$ cat config.mk
export PLATFORM = sky130hd
export DESIGN_NAME = commutation_sequencer_flat
export DESIGN_NICKNAME = d
export VERILOG_FILES = /design/src/rtl/commutation_sequencer_if.sv /design/src/rtl/commutation_sequencer.sv /design/src/flat_wrapper.sv
export SDC_FILE = /design/constraint.sdc
export NUM_CORES = 1
export LEC_CHECK = 0
export CORE_AREA = 2 2 68 70
export DETAILED_ROUTE_END_ITERATION = 10
export DIE_AREA = 0 0 70 72
export PLACE_DENSITY = 0.89
export SLEW_MARGIN = 5
export SYNTH_ARGS = -nofsm -noshare
export SYNTH_HDL_FRONTEND = slang
export SYNTH_SLANG_ARGS = --single-unit
$ cat constraint.sdc
create_clock -name clk -period 2.4 [get_ports clk]
set_input_delay 0.6 -clock clk [delete_from_list [all_inputs] [get_ports clk]]
set_output_delay 0.6 -clock clk [all_outputs]
set_load 0.03 [all_outputs]
$ cat src/rtl/commutation_sequencer_if.sv
// Bundle of hall inputs, duty/enable/direction controls and gate/status outputs
// of the BLDC commutation sequencer.
interface commutation_sequencer_if;
    logic       h1;
    logic       h2;
    logic       h3;
    logic [3:0] d;
    logic       en;
    logic       dir;
    logic       a;
    logic       b;
    logic       c;
    logic       aa;
    logic       bb;
    logic       cc;
    logic       fault;
    logic [1:0] state;

    modport master (
        output h1, h2, h3, d, en, dir,
        input  a, b, c, aa, bb, cc, fault, state
    );

    modport slave (
        input  h1, h2, h3, d, en, dir,
        output a, b, c, aa, bb, cc, fault, state
    );
endinterface

$ cat src/rtl/commutation_sequencer.sv
// Six-step BLDC commutation sequencer: hall synchronizer and stability filter,
// PWM on the selected high-side gate, dead-time on every commutation, stall and
// invalid-code fault detection.
module commutation_sequencer #(
    parameter int unsigned FILT      = 3,
    parameter int unsigned DEAD      = 2,
    parameter int unsigned STALL_MAX = 4095
) (
    input logic                    clk,
    input logic                    rst,
    commutation_sequencer_if.slave bus
);

    localparam int unsigned       FW       = (FILT > 1) ? $clog2(FILT + 1) : 1;
    localparam logic [FW-1:0]     FiltCnt  = FW'(FILT);
    localparam logic [3:0]        DeadLoad = 4'(DEAD - 1);
    localparam logic [11:0]       StallMax = 12'(STALL_MAX);

    typedef enum logic [1:0] {
        StIdle  = 2'd0,
        StDead  = 2'd1,
        StRun   = 2'd2,
        StFault = 2'd3
    } state_e;

    logic [2:0]    sync1_q, sync2_q, cand_q, hq_q, hq_d;
    logic [FW-1:0] filt_cnt_q, filt_cnt_d;
    logic [3:0]    pc_q, pc_d;
    logic [3:0]    dead_cnt_q;
    logic [11:0]   stall_q;
    logic [2:0]    run_hq_q;
    logic          run_dir_q;
    state_e        state_q;
    logic [2:0]    hi_q, lo_q;      // phase masks, bit 0 = A, bit 1 = B, bit 2 = C
    logic          fault_q;

    logic [2:0]    fwd_hi, fwd_lo, sel_hi, sel_lo;
    logic          hq_valid, pwm_on;

    // Stability filter: count consecutive identical synchronized codes
    always_comb begin
        filt_cnt_d = filt_cnt_q;
        hq_d       = hq_q;
        if (sync2_q != cand_q) begin
            filt_cnt_d = FW'(1);
        end else if (filt_cnt_q != FiltCnt) begin
            filt_cnt_d = filt_cnt_q + FW'(1);
        end
        if (filt_cnt_d == FiltCnt) begin
            hq_d = sync2_q;
        end
    end

    // Commutation table lookup, direction swap and PWM compare
    always_comb begin
        fwd_hi = 3'b000;
        fwd_lo = 3'b000;
        case (hq_q)
            3'b101:  begin fwd_hi = 3'b001; fwd_lo = 3'b010; end
            3'b100:  begin fwd_hi = 3'b001; fwd_lo = 3'b100; end
            3'b110:  begin fwd_hi = 3'b010; fwd_lo = 3'b100; end
            3'b010:  begin fwd_hi = 3'b010; fwd_lo = 3'b001; end
            3'b011:  begin fwd_hi = 3'b100; fwd_lo = 3'b001; end
            3'b001:  begin fwd_hi = 3'b100; fwd_lo = 3'b010; end
            default: begin fwd_hi = 3'b000; fwd_lo = 3'b000; end
        endcase
        sel_hi   = bus.dir ? fwd_lo : fwd_hi;
        sel_lo   = bus.dir ? fwd_hi : fwd_lo;
        hq_valid = (hq_q != 3'b000) && (hq_q != 3'b111);
        pc_d     = pc_q + 4'd1;
        // Gates are registered, so compare against the PC value they will coincide with
        pwm_on   = pc_d < bus.d;
    end

    // Hall synchronizer, accepted hall code and free-running PWM counter
    always_ff @(posedge clk) begin
        if (rst) begin
            sync1_q    <= 3'b000;
            sync2_q    <= 3'b000;
            cand_q     <= 3'b000;
            filt_cnt_q <= '0;
            hq_q       <= 3'b000;
            pc_q       <= 4'd0;
        end else begin
            sync1_q    <= {bus.h3, bus.h2, bus.h1};
            sync2_q    <= sync1_q;
            cand_q     <= sync2_q;
            filt_cnt_q <= filt_cnt_d;
            hq_q       <= hq_d;
            pc_q       <= pc_d;
        end
    end

    // Sequencer FSM with registered gate drives and fault flag
    always_ff @(posedge clk) begin
        if (rst) begin
            state_q    <= StIdle;
            hi_q       <= 3'b000;
            lo_q       <= 3'b000;
            fault_q    <= 1'b0;
            stall_q    <= 12'd0;
            dead_cnt_q <= 4'd0;
            run_hq_q   <= 3'b000;
            run_dir_q  <= 1'b0;
        end else begin
            hi_q    <= 3'b000;
            lo_q    <= 3'b000;
            stall_q <= 12'd0;
            if (!bus.en) begin
                state_q <= StIdle;
                fault_q <= 1'b0;
            end else begin
                unique case (state_q)
                    StIdle: begin
                        if (hq_valid) begin
                            state_q    <= StDead;
                            dead_cnt_q <= DeadLoad;
                        end
                    end
                    StDead: begin
                        if (!hq_valid) begin
                            state_q <= StFault;
                            fault_q <= 1'b1;
                        end else if (dead_cnt_q == 4'd0) begin
                            state_q   <= StRun;
                            hi_q      <= pwm_on ? sel_hi : 3'b000;
                            lo_q      <= sel_lo;
                            run_hq_q  <= hq_q;
                            run_dir_q <= bus.dir;
                        end else begin
                            dead_cnt_q <= dead_cnt_q - 4'd1;
                        end
                    end
                    StRun: begin
                        if (!hq_valid) begin
                            state_q <= StFault;
                            fault_q <= 1'b1;
                        end else if (hq_q != run_hq_q || bus.dir != run_dir_q) begin
                            state_q    <= StDead;
                            dead_cnt_q <= DeadLoad;
                        end else if (stall_q + 12'd1 == StallMax) begin
                            state_q <= StFault;
                            fault_q <= 1'b1;
                        end else begin
                            hi_q    <= pwm_on ? sel_hi : 3'b000;
                            lo_q    <= sel_lo;
                            stall_q <= stall_q + 12'd1;
                        end
                    end
                    StFault: begin
                        state_q <= StFault;
                    end
                endcase
            end
        end
    end

    assign bus.a     = hi_q[0];
    assign bus.b     = hi_q[1];
    assign bus.c     = hi_q[2];
    assign bus.aa    = lo_q[0];
    assign bus.bb    = lo_q[1];
    assign bus.cc    = lo_q[2];
    assign bus.fault = fault_q;
    assign bus.state = state_q;

endmodule

$ cat src/flat_wrapper.sv
// flat-port wrapper written by rule: the top's interface ports become plain ports
module commutation_sequencer_flat 
#(
    parameter int unsigned FILT      = 3,
    parameter int unsigned DEAD      = 2,
    parameter int unsigned STALL_MAX = 4095
)
  (clk, rst, bus_h1, bus_h2, bus_h3, bus_d, bus_en, bus_dir, bus_a, bus_b, bus_c, bus_aa, bus_bb, bus_cc, bus_fault, bus_state);
  commutation_sequencer_if bus_i ();
  input logic clk;
  input logic rst;
  input wire logic [$bits(bus_i.h1)-1:0] bus_h1;
  input wire logic [$bits(bus_i.h2)-1:0] bus_h2;
  input wire logic [$bits(bus_i.h3)-1:0] bus_h3;
  input wire logic [$bits(bus_i.d)-1:0] bus_d;
  input wire logic [$bits(bus_i.en)-1:0] bus_en;
  input wire logic [$bits(bus_i.dir)-1:0] bus_dir;
  output wire logic [$bits(bus_i.a)-1:0] bus_a;
  output wire logic [$bits(bus_i.b)-1:0] bus_b;
  output wire logic [$bits(bus_i.c)-1:0] bus_c;
  output wire logic [$bits(bus_i.aa)-1:0] bus_aa;
  output wire logic [$bits(bus_i.bb)-1:0] bus_bb;
  output wire logic [$bits(bus_i.cc)-1:0] bus_cc;
  output wire logic [$bits(bus_i.fault)-1:0] bus_fault;
  output wire logic [$bits(bus_i.state)-1:0] bus_state;
  assign bus_i.h1 = bus_h1;
  assign bus_i.h2 = bus_h2;
  assign bus_i.h3 = bus_h3;
  assign bus_i.d = bus_d;
  assign bus_i.en = bus_en;
  assign bus_i.dir = bus_dir;
  assign bus_a = bus_i.a;
  assign bus_b = bus_i.b;
  assign bus_c = bus_i.c;
  assign bus_aa = bus_i.aa;
  assign bus_bb = bus_i.bb;
  assign bus_cc = bus_i.cc;
  assign bus_fault = bus_i.fault;
  assign bus_state = bus_i.state;
  commutation_sequencer #(.FILT(FILT), .DEAD(DEAD), .STALL_MAX(STALL_MAX)) u_core (.clk(clk), .rst(rst), .bus(bus_i));
endmodule
==> results_dict.tcl <==
set metrics [dict create \
    die_y_um 72 \
    dp_cells 334 \
    min_period_over_period 0.958 \
    num_rows 24 \
    routedWlPerCell_um 13.3 \
    hold_viol_final 0 \
    synthArstFlopShare 0 \
    clkTransAtPathRegs_ns 0.09 \
    max_slew.worst_pin.slew_ns 1.01 \
    gr-total-overflow 0 \
    area_growth_pct 17.1 \
    setup_viol 0 \
    finalClockSkew_ns 0.00860 \
    synth_compound_area_frac 0.137 \
    placed_area_um2 2650 \
    crit_type "register to register" \
    regArea_um2 943 \
    yosys_warnings 0 \
    hold_depth 1 \
    antenna_cells 0 \
    critPathLaunch "u_core.dead_cnt_q[0]" \
    crit_slowest_cell "nor4b_1" \
    synth_xor_area_frac 0.0703 \
    clock_latency_ns 0.30 \
    portBuffers 19 \
    grt_pass1_wl_um 7760 \
    peakVddDrop_v 0.000610 \
    grt_max_degree 27 \
    die-area_um2 5040 \
    hp-start "u_core.sync1_q[1]" \
    hold_slack_ns 0.449 \
    crit_path_cell_trace "inv_1 > ha_1 > nor3b_2 > nor4b_1 > nor2_1 > a31o_2 > nand3_1" \
    hpwl_um 3360 \
    fin_tns_setup_ns 0 \
    layout_commonest_cell "dfxtp_1" \
    ant_nets 0 \
    cts_setup_buffers 0 \
    max_stage_delay_ns 0.83 \
    finalNonFillerCells 342 \
    coreArea_um2 4260 \
    startpoint_type "register" \
    synth_edf_count 0 \
    io_pins 20 \
    p_per_area_nw_per_um2 542 \
    required_ns 2.64 \
    syn_inst 266 \
    slew-limit-headroom 0.320 \
    drive_gt1_frac 0.100 \
    drt-initial-drc-count 155 \
    synth_top_flop_cell "dfxtp_1" \
    worstSetupEndpointType "register" \
    ys_seq_elements 47 \
    place.gp.congestion 0.853 \
    crit_arrival_ns 2.54 \
    synth_area_per_cell_um2 8.90 \
    design_area_um2 2770 \
    post-route-util 0.650 \
    grtUsageTotal 0.188 \
    yosys.area_share.simple 0.258 \
    cts_root_buf "clkbuf_8" \
    rsz0062_at_grt "no" \
    cts_tree "yes" \
    cts_sinks 47 \
    drcViolationCount 0 \
    synth_nets 288 \
    layout_common_cells "45 x dfxtp_1, 21 x nor2_1, 19 x clkdlybuf4s50_1" \
    synth_top_family_by_area "simple AND/OR/NAND/NOR gates" \
    fin_crit_ns 2.30 \
    r2r-start "u_core.dead_cnt_q[0]" \
    die_w_um 70 \
    p_leak_uw 0.00107 \
    dr.pass1.iters 4 \
    syn-cell-area_um2 2370 \
    worstRegToRegCells 7 \
    multi_input_area_um2 1320 \
    drv_slew 0 \
    avgViaCountPerCell 5.75 \
    grt_antenna_before_repair 0 \
    grt_pass1_vias 1797 \
    vias 1965 \
    status "finished, final reports clean" \
    muxShareOfSynthArea 0.0296 \
    numCtsBuffers 5 \
    crit_path_max_fanout 7 \
    hp-class "register to register" \
    drv_cap 0 \
    fmax_mhz 435 \
    start_util 0.555 \
    synth-seq-area-share 0.397 \
    ys_types 52 \
    layout.nets 311 \
    cts_buffer_depth 2 \
    cts_max_level 2 \
    wirelength_um 4540 \
    nFillCells 333 \
    synth_adder_area_share 0.0581 \
]
-- area by class of cell --
cell class                 instances  area share
inverter                          12      0.0162
sequential                        47       0.340
clock buffer                       5      0.0248
timing repair buffer              30       0.103
tap                               52      0.0235
clock inverter                     3      0.0171
multi-input combinational        193       0.475
-- critical path, delay by kind of cell (launching register included) --
kind | cells | cell delay, ns
AND/OR/NAND/NOR | 4 | 1.31
flip-flops | 1 | 0.38
AO/OA/AOI/OAI | 1 | 0.28
adder cells (fa/ha/maj) | 1 | 0.21
buffers and inverters | 1 | 0.06
-- cells in the mapped netlist (2+ instances only) --
cell type | count | share of area
inv_1 | 12 | 0.019
clkbuf_1 | 7 | 0.011
xor2_1 | 10 | 0.037
nand4_1 | 7 | 0.018
buf_4 | 2 | 0.0063
a2111oi_0 | 2 | 0.0074
nor4b_1 | 2 | 0.0074
dfxtp_1 | 47 | 0.40
o31ai_1 | 2 | 0.0063
a311oi_1 | 2 | 0.0074
o22ai_1 | 2 | 0.0053
nand3_1 | 11 | 0.023
nor2b_1 | 17 | 0.045
buf_2 | 4 | 0.0085
and3_1 | 3 | 0.0079
nor2_1 | 21 | 0.033
nor3b_1 | 5 | 0.016
xnor2_1 | 9 | 0.033
a211oi_1 | 5 | 0.016
a2111oi_1 | 2 | 0.0085
nand2_1 | 14 | 0.022
nand4b_1 | 2 | 0.0074
nor3_1 | 15 | 0.032
nand2b_1 | 2 | 0.0053
o21ai_0 | 4 | 0.0085
a31oi_1 | 2 | 0.0053
or3_1 | 2 | 0.0053
a21oi_1 | 11 | 0.023
ha_1 | 11 | 0.058
mux2i_1 | 7 | 0.030
and4_1 | 3 | 0.011
-- state kept, by name, indices dropped and copies added, names as in the netlist, 2 cells and up --
name	count
u_core.dead_cnt_q	4
u_core.bus.state	2
u_core.filt_cnt_q	2
u_core.cand_q	3
u_core.hq_q	3
u_core.pc_q	4
u_core.lo_q	3
u_core.hi_q	3
u_core.sync1_q	3
u_core.run_hq_q	3
u_core.sync2_q	3
u_core.stall_q	12
-- power by group --
group          total [µW]  switching (µW)  internal, µW  leakage (µW)
Sequential            805            10.4           795      0.000382
Clock                 589             273           316     0.0000587
Combinational         108            54.5          53.4      0.000625
-- cells by family (layout without fill, tap and decap cells) --
family	Yosys count	in the layout
multiplexers	7	7
buffers and inverters	26	50
flip-flops	47	47
AO/OA/AOI/OAI	45	45
adder cells (fa/ha/maj)	11	11
XOR/XNOR	19	19
AND/OR/NAND/NOR	111	111
-- worst paths after layout --
kind | endpoint | slack [ns]
hold / removal | u_core.sync2_q[1] | 0.45
hold reg to reg | u_core.sync2_q[1] | 0.45
setup reg to reg | u_core.bus.state[1] | 0.10
setup / recovery | u_core.bus.state[1] | 0.10
-- stage by stage --
stage                     total power (µW)  worst slack [ns]
final                                 1500             0.100
after global routing                  1570            0.0500
after CTS                             1520             0.118
after detailed placement               930           -0.0372
after global placement                 925            0.0579
after floorplan                        891             0.352
-- layer usage --
metal	track usage	share of wire	up-vias
met4	0.0662	0.013	0
met1	0.244	0.47	909
met5	0	0	-
li1	-	-	1002
met3	0.0375	0.044	9
met2	0.314	0.47	45
-- timing repair --
item | CTS | global route
hold buffers | 0 | 0
setup endpoints to repair | 0 | 2
gates resized for setup | 0 | 4
Note: power is estimated with default switching activity, not from simulation.
